File: config.mk
export PLATFORM = sky130hd
export DESIGN_NAME = instr_fetch
export DESIGN_NICKNAME = d
export VERILOG_FILES = /design/src/rtl/hack_pkg.sv /design/src/rtl/fetch_queue.sv /design/src/rtl/instr_fetch.sv
export SDC_FILE = /design/constraint.sdc
export NUM_CORES = 1
export LEC_CHECK = 0
export ABC_CLOCK_PERIOD_IN_PS = 7300
export CAP_MARGIN = 25
export CORE_ASPECT_RATIO = 1.5
export CORE_MARGIN = 5
export CORE_UTILIZATION = 35
export CTS_CLUSTER_DIAMETER = 40
export DETAILED_ROUTE_END_ITERATION = 6
export PLACE_DENSITY_LB_ADDON = 0.08
export SETUP_SLACK_MARGIN = 0.4
export SYNTH_ARGS = -nofsm -noshare
export SYNTH_HDL_FRONTEND = slang
export SYNTH_SLANG_ARGS = --single-unit
File: constraint.sdc
create_clock -name clk -period 7.3 [get_ports clk]
set_input_delay 1.46 -clock clk [delete_from_list [all_inputs] [get_ports clk]]
set_output_delay 1.46 -clock clk [all_outputs]
set_load 0.02 [all_outputs]
File: src/rtl/hack_pkg.sv
// Shared types and constants for the Hack CPU fetch path.
package hack_pkg;

  localparam int unsigned ADDR_W = 15;
  localparam int unsigned WORD_W = 16;
  localparam int unsigned DEPTH  = 2;
  localparam int unsigned CNT_W  = $clog2(DEPTH + 1);
  localparam int unsigned STAT_W = 16;

  // One buffered instruction together with the address it was fetched from.
  typedef struct packed {
    logic [WORD_W-1:0] word;
    logic [ADDR_W-1:0] addr;
  } fetch_entry_t;

  typedef enum logic {
    INIT = 1'b0,
    RUN  = 1'b1
  } fetch_state_t;

  // Saturating add for the statistics counters.
  function automatic logic [STAT_W-1:0] sat_add(input logic [STAT_W-1:0] a,
                                                input logic [STAT_W-1:0] b);
    logic [STAT_W:0] sum;
    sum = {1'b0, a} + {1'b0, b};
    return sum[STAT_W] ? {STAT_W{1'b1}} : sum[STAT_W-1:0];
  endfunction

endpackage

File: src/rtl/fetch_queue.sv
// Two-entry FIFO of fetched instructions; head register holds its value when empty.
module fetch_queue
  import hack_pkg::*;
(
  input  logic               clk,
  input  logic               reset,
  input  logic               push,
  input  fetch_entry_t       push_entry,
  input  logic               pop,
  input  logic               clear,
  output fetch_entry_t       head,
  output logic [CNT_W-1:0]   count,
  output logic               valid
);

  localparam logic [CNT_W-1:0] C_ONE  = CNT_W'(1);
  localparam logic [CNT_W-1:0] C_FULL = CNT_W'(DEPTH);

  fetch_entry_t     r_mem0;
  fetch_entry_t     r_mem1;
  logic [CNT_W-1:0] r_count;
  logic             w_pop;
  logic             w_push;
  logic             w_full;

  assign w_full = (r_count == C_FULL);
  assign w_pop  = pop && (r_count != '0);
  assign w_push = push && (!w_full || w_pop);

  // Storage and occupancy; clear drops all entries but leaves the head word visible.
  always_ff @(posedge clk) begin
    if (!reset) begin
      r_count <= '0;
      r_mem0  <= '0;
      r_mem1  <= '0;
    end else if (clear) begin
      r_count <= '0;
    end else begin
      case ({w_push, w_pop})
        2'b10: begin
          if (r_count == '0) r_mem0 <= push_entry;
          else               r_mem1 <= push_entry;
          r_count <= r_count + C_ONE;
        end
        2'b01: begin
          if (w_full) r_mem0 <= r_mem1;
          r_count <= r_count - C_ONE;
        end
        2'b11: begin
          if (w_full) begin
            r_mem0 <= r_mem1;
            r_mem1 <= push_entry;
          end else begin
            r_mem0 <= push_entry;
          end
        end
        default: ;
      endcase
    end
  end

  assign head  = r_mem0;
  assign count = r_count;
  assign valid = (r_count != '0);

endmodule

File: src/rtl/instr_fetch.sv
// Hack CPU fetch stage: issues ROM reads from the PC, buffers returns, hands them to decode.
// Optional INSTR_FETCH_STATS_EN adds saturating fetched/killed counters.
module instr_fetch
  import hack_pkg::*;
(
  input  logic              clk,
  input  logic              reset,
  input  logic [ADDR_W-1:0] pc_in,
  output logic              pc_advance,
  input  logic              flush,
  output logic              rom_rd,
  output logic [ADDR_W-1:0] rom_addr,
  input  logic [WORD_W-1:0] rom_data,
  output logic [WORD_W-1:0] instr,
  output logic [ADDR_W-1:0] instr_pc,
  output logic              instr_valid,
  input  logic              instr_ready
`ifdef INSTR_FETCH_STATS_EN
  ,
  output logic [STAT_W-1:0] stat_fetched,
  output logic [STAT_W-1:0] stat_killed
`endif
);

  localparam int unsigned LOAD_W = CNT_W + 1;

  fetch_state_t      r_state;
  fetch_state_t      w_state_next;
  logic              r_inflight;
  logic [ADDR_W-1:0] r_inflight_addr;
  logic              w_issue;
  logic              w_flush;
  logic              w_pop;
  logic              w_push;
  logic              w_valid;
  logic [CNT_W-1:0]  w_count;
  logic [LOAD_W-1:0] w_load;
  fetch_entry_t      w_head;
  fetch_entry_t      w_push_entry;

  // A head popped this cycle frees its slot, which keeps a full-rate stream gap-free.
  assign w_pop  = w_valid && instr_ready;
  assign w_load = LOAD_W'(w_count) - LOAD_W'(w_pop) + LOAD_W'(r_inflight);

  // State register.
  always_ff @(posedge clk) begin
    if (!reset) r_state <= INIT;
    else        r_state <= w_state_next;
  end

  // Next state and issue decision; INIT idles one cycle and ignores flush.
  always_comb begin
    w_state_next = r_state;
    w_issue      = 1'b0;
    w_flush      = 1'b0;
    case (r_state)
      INIT: w_state_next = RUN;
      RUN: begin
        w_flush = flush;
        w_issue = !flush && (w_load < LOAD_W'(DEPTH));
      end
      default: w_state_next = INIT;
    endcase
  end

  // In-flight read tracking; a flush or reset discards the pending return.
  always_ff @(posedge clk) begin
    if (!reset) begin
      r_inflight      <= 1'b0;
      r_inflight_addr <= '0;
    end else begin
      r_inflight <= w_issue;
      if (w_issue) r_inflight_addr <= pc_in;
    end
  end

  assign w_push       = r_inflight && !w_flush;
  assign w_push_entry = '{word: rom_data, addr: r_inflight_addr};

  fetch_queue u_queue (
    .clk        (clk),
    .reset      (reset),
    .push       (w_push),
    .push_entry (w_push_entry),
    .pop        (w_pop),
    .clear      (w_flush),
    .head       (w_head),
    .count      (w_count),
    .valid      (w_valid)
  );

  assign rom_rd      = w_issue;
  assign pc_advance  = w_issue;
  assign rom_addr    = pc_in;
  assign instr       = w_head.word;
  assign instr_pc    = w_head.addr;
  assign instr_valid = w_valid;

`ifdef INSTR_FETCH_STATS_EN
  logic [STAT_W-1:0] r_fetched;
  logic [STAT_W-1:0] r_killed;
  logic [STAT_W-1:0] w_kill_n;

  // Entries lost to a flush: queued ones not popped this cycle plus the pending return.
  assign w_kill_n = STAT_W'(w_count) - STAT_W'(w_pop) + STAT_W'(r_inflight);

  // Saturating activity counters.
  always_ff @(posedge clk) begin
    if (!reset) begin
      r_fetched <= '0;
      r_killed  <= '0;
    end else begin
      if (w_push)  r_fetched <= sat_add(r_fetched, STAT_W'(1));
      if (w_flush) r_killed  <= sat_add(r_killed, w_kill_n);
    end
  end

  assign stat_fetched = r_fetched;
  assign stat_killed  = r_killed;
`endif

endmodule

After elaboration in Yosys (flattened, before gate mapping)
Index checks and enable logic that the tools add are counted.

Bits of input ports: 35. Register bits: 81. Output and inout bits: 49.

Reductions and logical operators: 17. Order comparisons: 1. Muxes and demuxes: 11. Eq/ne operators: 8. $add $sub $neg: 4. Bitwise gates (word level): 2.

Operators with widths (number): $mux 31 (5); $pmux 31 s3 (1); $pmux 31 s2 (1); $reduce_and 4->1 (2); $eq 2x2->1 const B (3); $ne 2x1->1 const B (3); $reduce_bool 2->1 (3); $logic_and 1x1->1 (5); $pmux 2 s2 (1); $add 3x1->3 (1); $logic_not 1->1 (3); $lt 3x2->1 const B (1); $mux 1 (3); $reduce_bool 3->1 (1); $sub 2x1->3 (1); $add 2x1->2 const B (1); $eq 2x1->1 const B (1); $logic_not 2->1 (1); $ne 2x2->1 const B (1); $not 1->1 (2); $reduce_or 2->1 (1); $sub 2x1->2 const B (1); $logic_or 1x1->1 (1).

Longest topological paths before layout
Word-level depth: 8. Mapped depth: 11.

Cells and area by module
A second synthesis with hierarchy kept.

Cells, all modules: 392. Area, all modules: 3538.4 um^2.

Modules (own cells, without submodules): fetch_queue (cells each 298, instances 1, seq. area each 1281.2 um^2, area each 2682.6 um^2); instr_fetch (cells each 94, instances 1, seq. area each 340.3 um^2, area each 855.8 um^2).

Least setup slack after synthesis
No wires, ideal clock.

Kind: input-to-output. From: in instr_ready. To: out rom_rd. Cell stages on the path: 9. Arrival: 3.165 ns. Slack: 2.675 ns. Required time: 5.840 ns. Cell sequence: o21a_1 > ha_1 > nand2b_1 > fa_1 > xor2_1 > nor3_1 > buf_4 > buf_6 > buf_4.

Longest elaborated chain between the ends: 6.

RTL lines: from (decl) (line instr_fetch.sv:17) `input logic instr_ready`; $logic_and 1x1->1 (line instr_fetch.sv:42) `assign w_pop = w_valid && instr_ready;`; $sub 2x1->3 (line instr_fetch.sv:43) `assign w_load = LOAD_W'(w_count) - LOAD_W'(w_pop) + LOAD_W'(r_inflight);`; $add 3x1->3 (line instr_fetch.sv:43); $lt 3x2->1 (line instr_fetch.sv:60) `w_issue = !flush && (w_load < LOAD_W'(DEPTH));`; $logic_and 1x1->1 (line instr_fetch.sv:60); $mux 1 (line instr_fetch.sv:56) `case (r_state)`; to (decl) (line instr_fetch.sv:11) `output logic rom_rd,`.

Every way passes these cells.

Worst setup path in the final report
From: in instr_ready. To: out pc_advance.

Longest elaborated chain between the ends: 6.

RTL lines: $logic_and 1x1->1 (line instr_fetch.sv:42); $sub 2x1->3 (line instr_fetch.sv:43); $add 3x1->3 (line instr_fetch.sv:43); $lt 3x2->1 (line instr_fetch.sv:60); $logic_and 1x1->1 (line instr_fetch.sv:60); $mux 1 (line instr_fetch.sv:56); to (decl) (line instr_fetch.sv:9) `output logic pc_advance,`.

Every way passes these cells.

==> summary.md <==
| Metric | Value |
|---|---|
| Req. time, crit path | `5.84 ns` |
| Final hold slack | `0.452 ns` |
| CP arrival | `4.40 ns` |
| Remaining antenna violation count after routing | `0` |
| Gate Count Post-Synth | `373` |
| Share of layout cells above drive strength 1 | `6.70%` |
| Crit path kind | `in -> out` |
| Ant diodes | `0` |
| H-tree Lvls | `3` |
| Clk buf depth | `2` |
| Final setup TNS | `0 ns` |
| Delay-heaviest family, CP | `buffers and inverters` |
| Dominant synthesized flop cell | `dfxtp_1` |
| CP max-delay cell | `clkdlybuf4s50_1` |
| Worst Tran Pin Value | `0.942 ns` |
| Gr ovfl total | `0` |
| Peak VDD IR | `0.123 mV` |
| Yosys warnings | `0` |
| Worst path bufs/invs | `3` |
| Synth async-reset ratio | `0%` |
| Via count of the first global-routing pass | `2,608` |
| Die width | `91.4 um` |
| Final hold viol count | `0` |
| # IOs | `84` |
| Clk slew on worst S/H paths | `0.06 ns` |
| Synth Register Bits | `81` |
| CP Cell Sequence | `clkdlybuf4s50_1 -> o21a_1 -> ha_1 -> nand2b_1 -> fa_1 -> xor2_1 -> nor3_2 -> buf_4 -> clkdlybuf4s50_1` |
| Synth Area in Compound Gates | `17.5%` |
| Vias per cell | `4.94` |
| Final Net Count | `465` |
| Floorplan core area | `0.00969 mm2` |
| Initial antenna violation count | `0` |
| R2r endpoint | `r_inflight_addr[0]$_SDFFE_PN0P_` |
| Synth Cell Area | `0.00348 mm2` |
| Adder-cell share of the synthesized area | `0.935%` |
| Commonest cells in the netlist | `dfxtp_1 (81), nand2_1 (66), mux2i_1 (47), a21oi_1 (35), a21boi_1 (30)` |
| Finish-stage setup viols | `0` |
| Starting DRT DRC Count | `65` |
| Most common cell in the netlist | `dfxtp_1` |
| Rel. slew slack | `37.0%` |
| Syn Nets | `410` |
| Top post-synthesis cells by area | `dfxtp_1 (47%), mux2i_1 (14%), nand2_1 (7.1%), a21boi_1 (6.5%), a21oi_1 (5.0%)` |
| Most frequent CP cell | `clkdlybuf4s50_1` |
| Synth cell types | `30` |
| Drt first pass iters | `4` |
| Vias | `2,707` |
| Unrepaired setup endpoints after global routing | `false` |
| Number of enable flip-flop cells after synthesis | `0` |
| Hold Crit Start | `u_queue.r_mem1[30]$_SDFFE_PN0P_` |
| Period Utilization, post-route | `80.3%` |
| IO Port Bufs | `83` |
| Layout Skew | `0.00531 ns` |
| Largest net degree at the start of global routing | `81` |
| DRC viols | `0` |
| Final Util | `47.0%` |
| Inst Count DP | `532` |
| Status | `completed` |
| Die Ht | `132 um` |
| Syn avg cell area | `9.33 um2` |
| Synth top area share | `46.6%` |
| Slew Limit Fails | `0` |
| Hold Crit Endpoint | `u_queue.r_mem1[30]$_SDFFE_PN0P_` |
| Rows | `44` |
| Synth Area in Simple Gates | `11.9%` |
| Max cap viols | `0` |
| Pleak | `1.57 nW` |
| Post CTS Setup Buffer Count | `0` |
| Dpl hpwl | `4940 um` |
| CTS tree | `built` |
| R2r startpoint | `u_queue.count[1]$_SDFFE_PP0P_` |
| Routability Congestion | `0.716` |
| Fin cells | `548` |
| Area Overhead vs Synth | `30.9%` |
| Final Cell Area | `0.00456 mm2` |
| Max Fanout on Critical Path | `18` |
| Hold-fix buffers at CTS | `0` |
| TritonCTS Buffers | `9` |
| First-pass GRT wire length | `13,100 um` |
| Total GRT Usage | `13.4%` |
| Pwr dens | `237 mW/mm2` |
| Sink Count | `81` |
| Routed len/inst | `14.5 um` |
| Mux cell area share after synthesis | `13.9%` |
| Leading area contributor after synthesis | `dfxtp_1` |
| Worst-skew pair later-pin latency | `0.33 ns` |
| Main combinational cell family by area after synthesis | `compound AO/OA/AOI/OAI gates` |
| Max stage delay on crit path | `0.68 ns` |
| CTS resizes | `0` |
| Worst Hold Depth | `2` |
| Die ar. | `0.0121 mm2` |
| Post-synthesis sequential area ratio | `46.6%` |
| Initial Util | `35.9%` |
| XOR/XNOR Fraction of Synth Area | `0.252%` |
| Worst reg2reg setup slack | `4.61 ns` |
| Routed wire length | `7940 um` |
| Worst setup EP type | `output port` |
| Fin crit period | `5.86 ns` |
| Worst Reg2Reg Path Length in Cells | `9` |
| Cell area after placement | `0.00423 mm2` |
| Max Freq | `0.171 GHz` |
| Hold Crit Class | `reg -> reg` |
| Clock root buffer master | `clkbuf_16` |
| Startpoint types | `input pin` |
-- area by class of cell --
type	instances	area (um2)
Clock buffer	11	243
Clock inverter	5	78.8
Fill cell	963	5130
Inverter	1	3.75
Multi-Input combinational cell	247	1570
Sequential cell	81	1620
Tap cell	115	144
Timing Repair Buffer	88	896
-- cell families after synthesis --
| logic type | after synthesis |
|---|---|
| muxes | 48 |
| buffers and inverters | 45 |
| AOI/OAI and AO/OA | 103 |
| DFF | 81 |
| adders and majority gates | 2 |
| xor gates and xnor gates | 1 |
| and+or+nand+nor | 93 |
-- tightest hold or removal path, cell delays in order, from the launching register on --
cell and delay, ns:
dfxtp_1 0.31, nand2_1 0.05, a21boi_1 0.05
-- worst max-delay path by stage --
stage | start | cells after the start | to
2_1_floorplan | instr_ready | 9 | rom_rd
3_3_place_gp | instr_ready | 9 | pc_advance
3_5_place_dp | instr_ready | 9 | rom_rd
4_1_cts | instr_ready | 9 | pc_advance
5_1_grt | instr_ready | 9 | pc_advance
6_report | instr_ready | 9 | pc_advance
-- flip-flops by register name (all words and copies together), names as in the netlist --
signal	cells
u_queue.count	2
r_state	1
u_queue.head	31
r_inflight	1
r_inflight_addr	15
u_queue.r_mem1	31
-- per-stage QoR --
step           worst slack, ns  power, mW
2_1_floorplan             2.67      0.551
3_3_place_gp              1.51      0.607
3_5_place_dp              1.41      0.608
4_1_cts                   1.40       1.10
5_1_grt                   1.27       1.12
6_report                  1.44       1.08
-- power by group --
group	internal, mW	leakage [nW]	switching (mW)
sequential	0.459	0.659	0.0101
combinational	0.0655	0.747	0.0619
clock	0.308	0.159	0.175
total	0.833	1.57	0.247
-- metal layers --
metal | vias up | routed length, um | track usage (%)
met2 | 64 | 3680 | 20.9
met4 | 0 | 189 | 7.34
met5 | - | 0 | 0
li1 | 1374 | - | -
met1 | 1256 | 3660 | 17.1
met3 | 13 | 410 | 2.91
-- placed cells by master (no fill, tap or decap), drive strengths merged, types with 2 or more instances in the layout --
cell type | Yosys | final
nand2b | 3 | 3
nor2b | 16 | 16
mux2i | 47 | 47
o21ai | 32 | 32
clkdlybuf4s50 | 0 | 82
nor3 | 2 | 2
bufinv | 0 | 2
a21boi | 31 | 31
o21a | 2 | 2
clkbuf | 11 | 11
nand2 | 66 | 66
buf | 33 | 6
a21oi | 35 | 35
dfxtp | 81 | 81
clkinv | 0 | 3
Power figures use the tool's default switching activity.
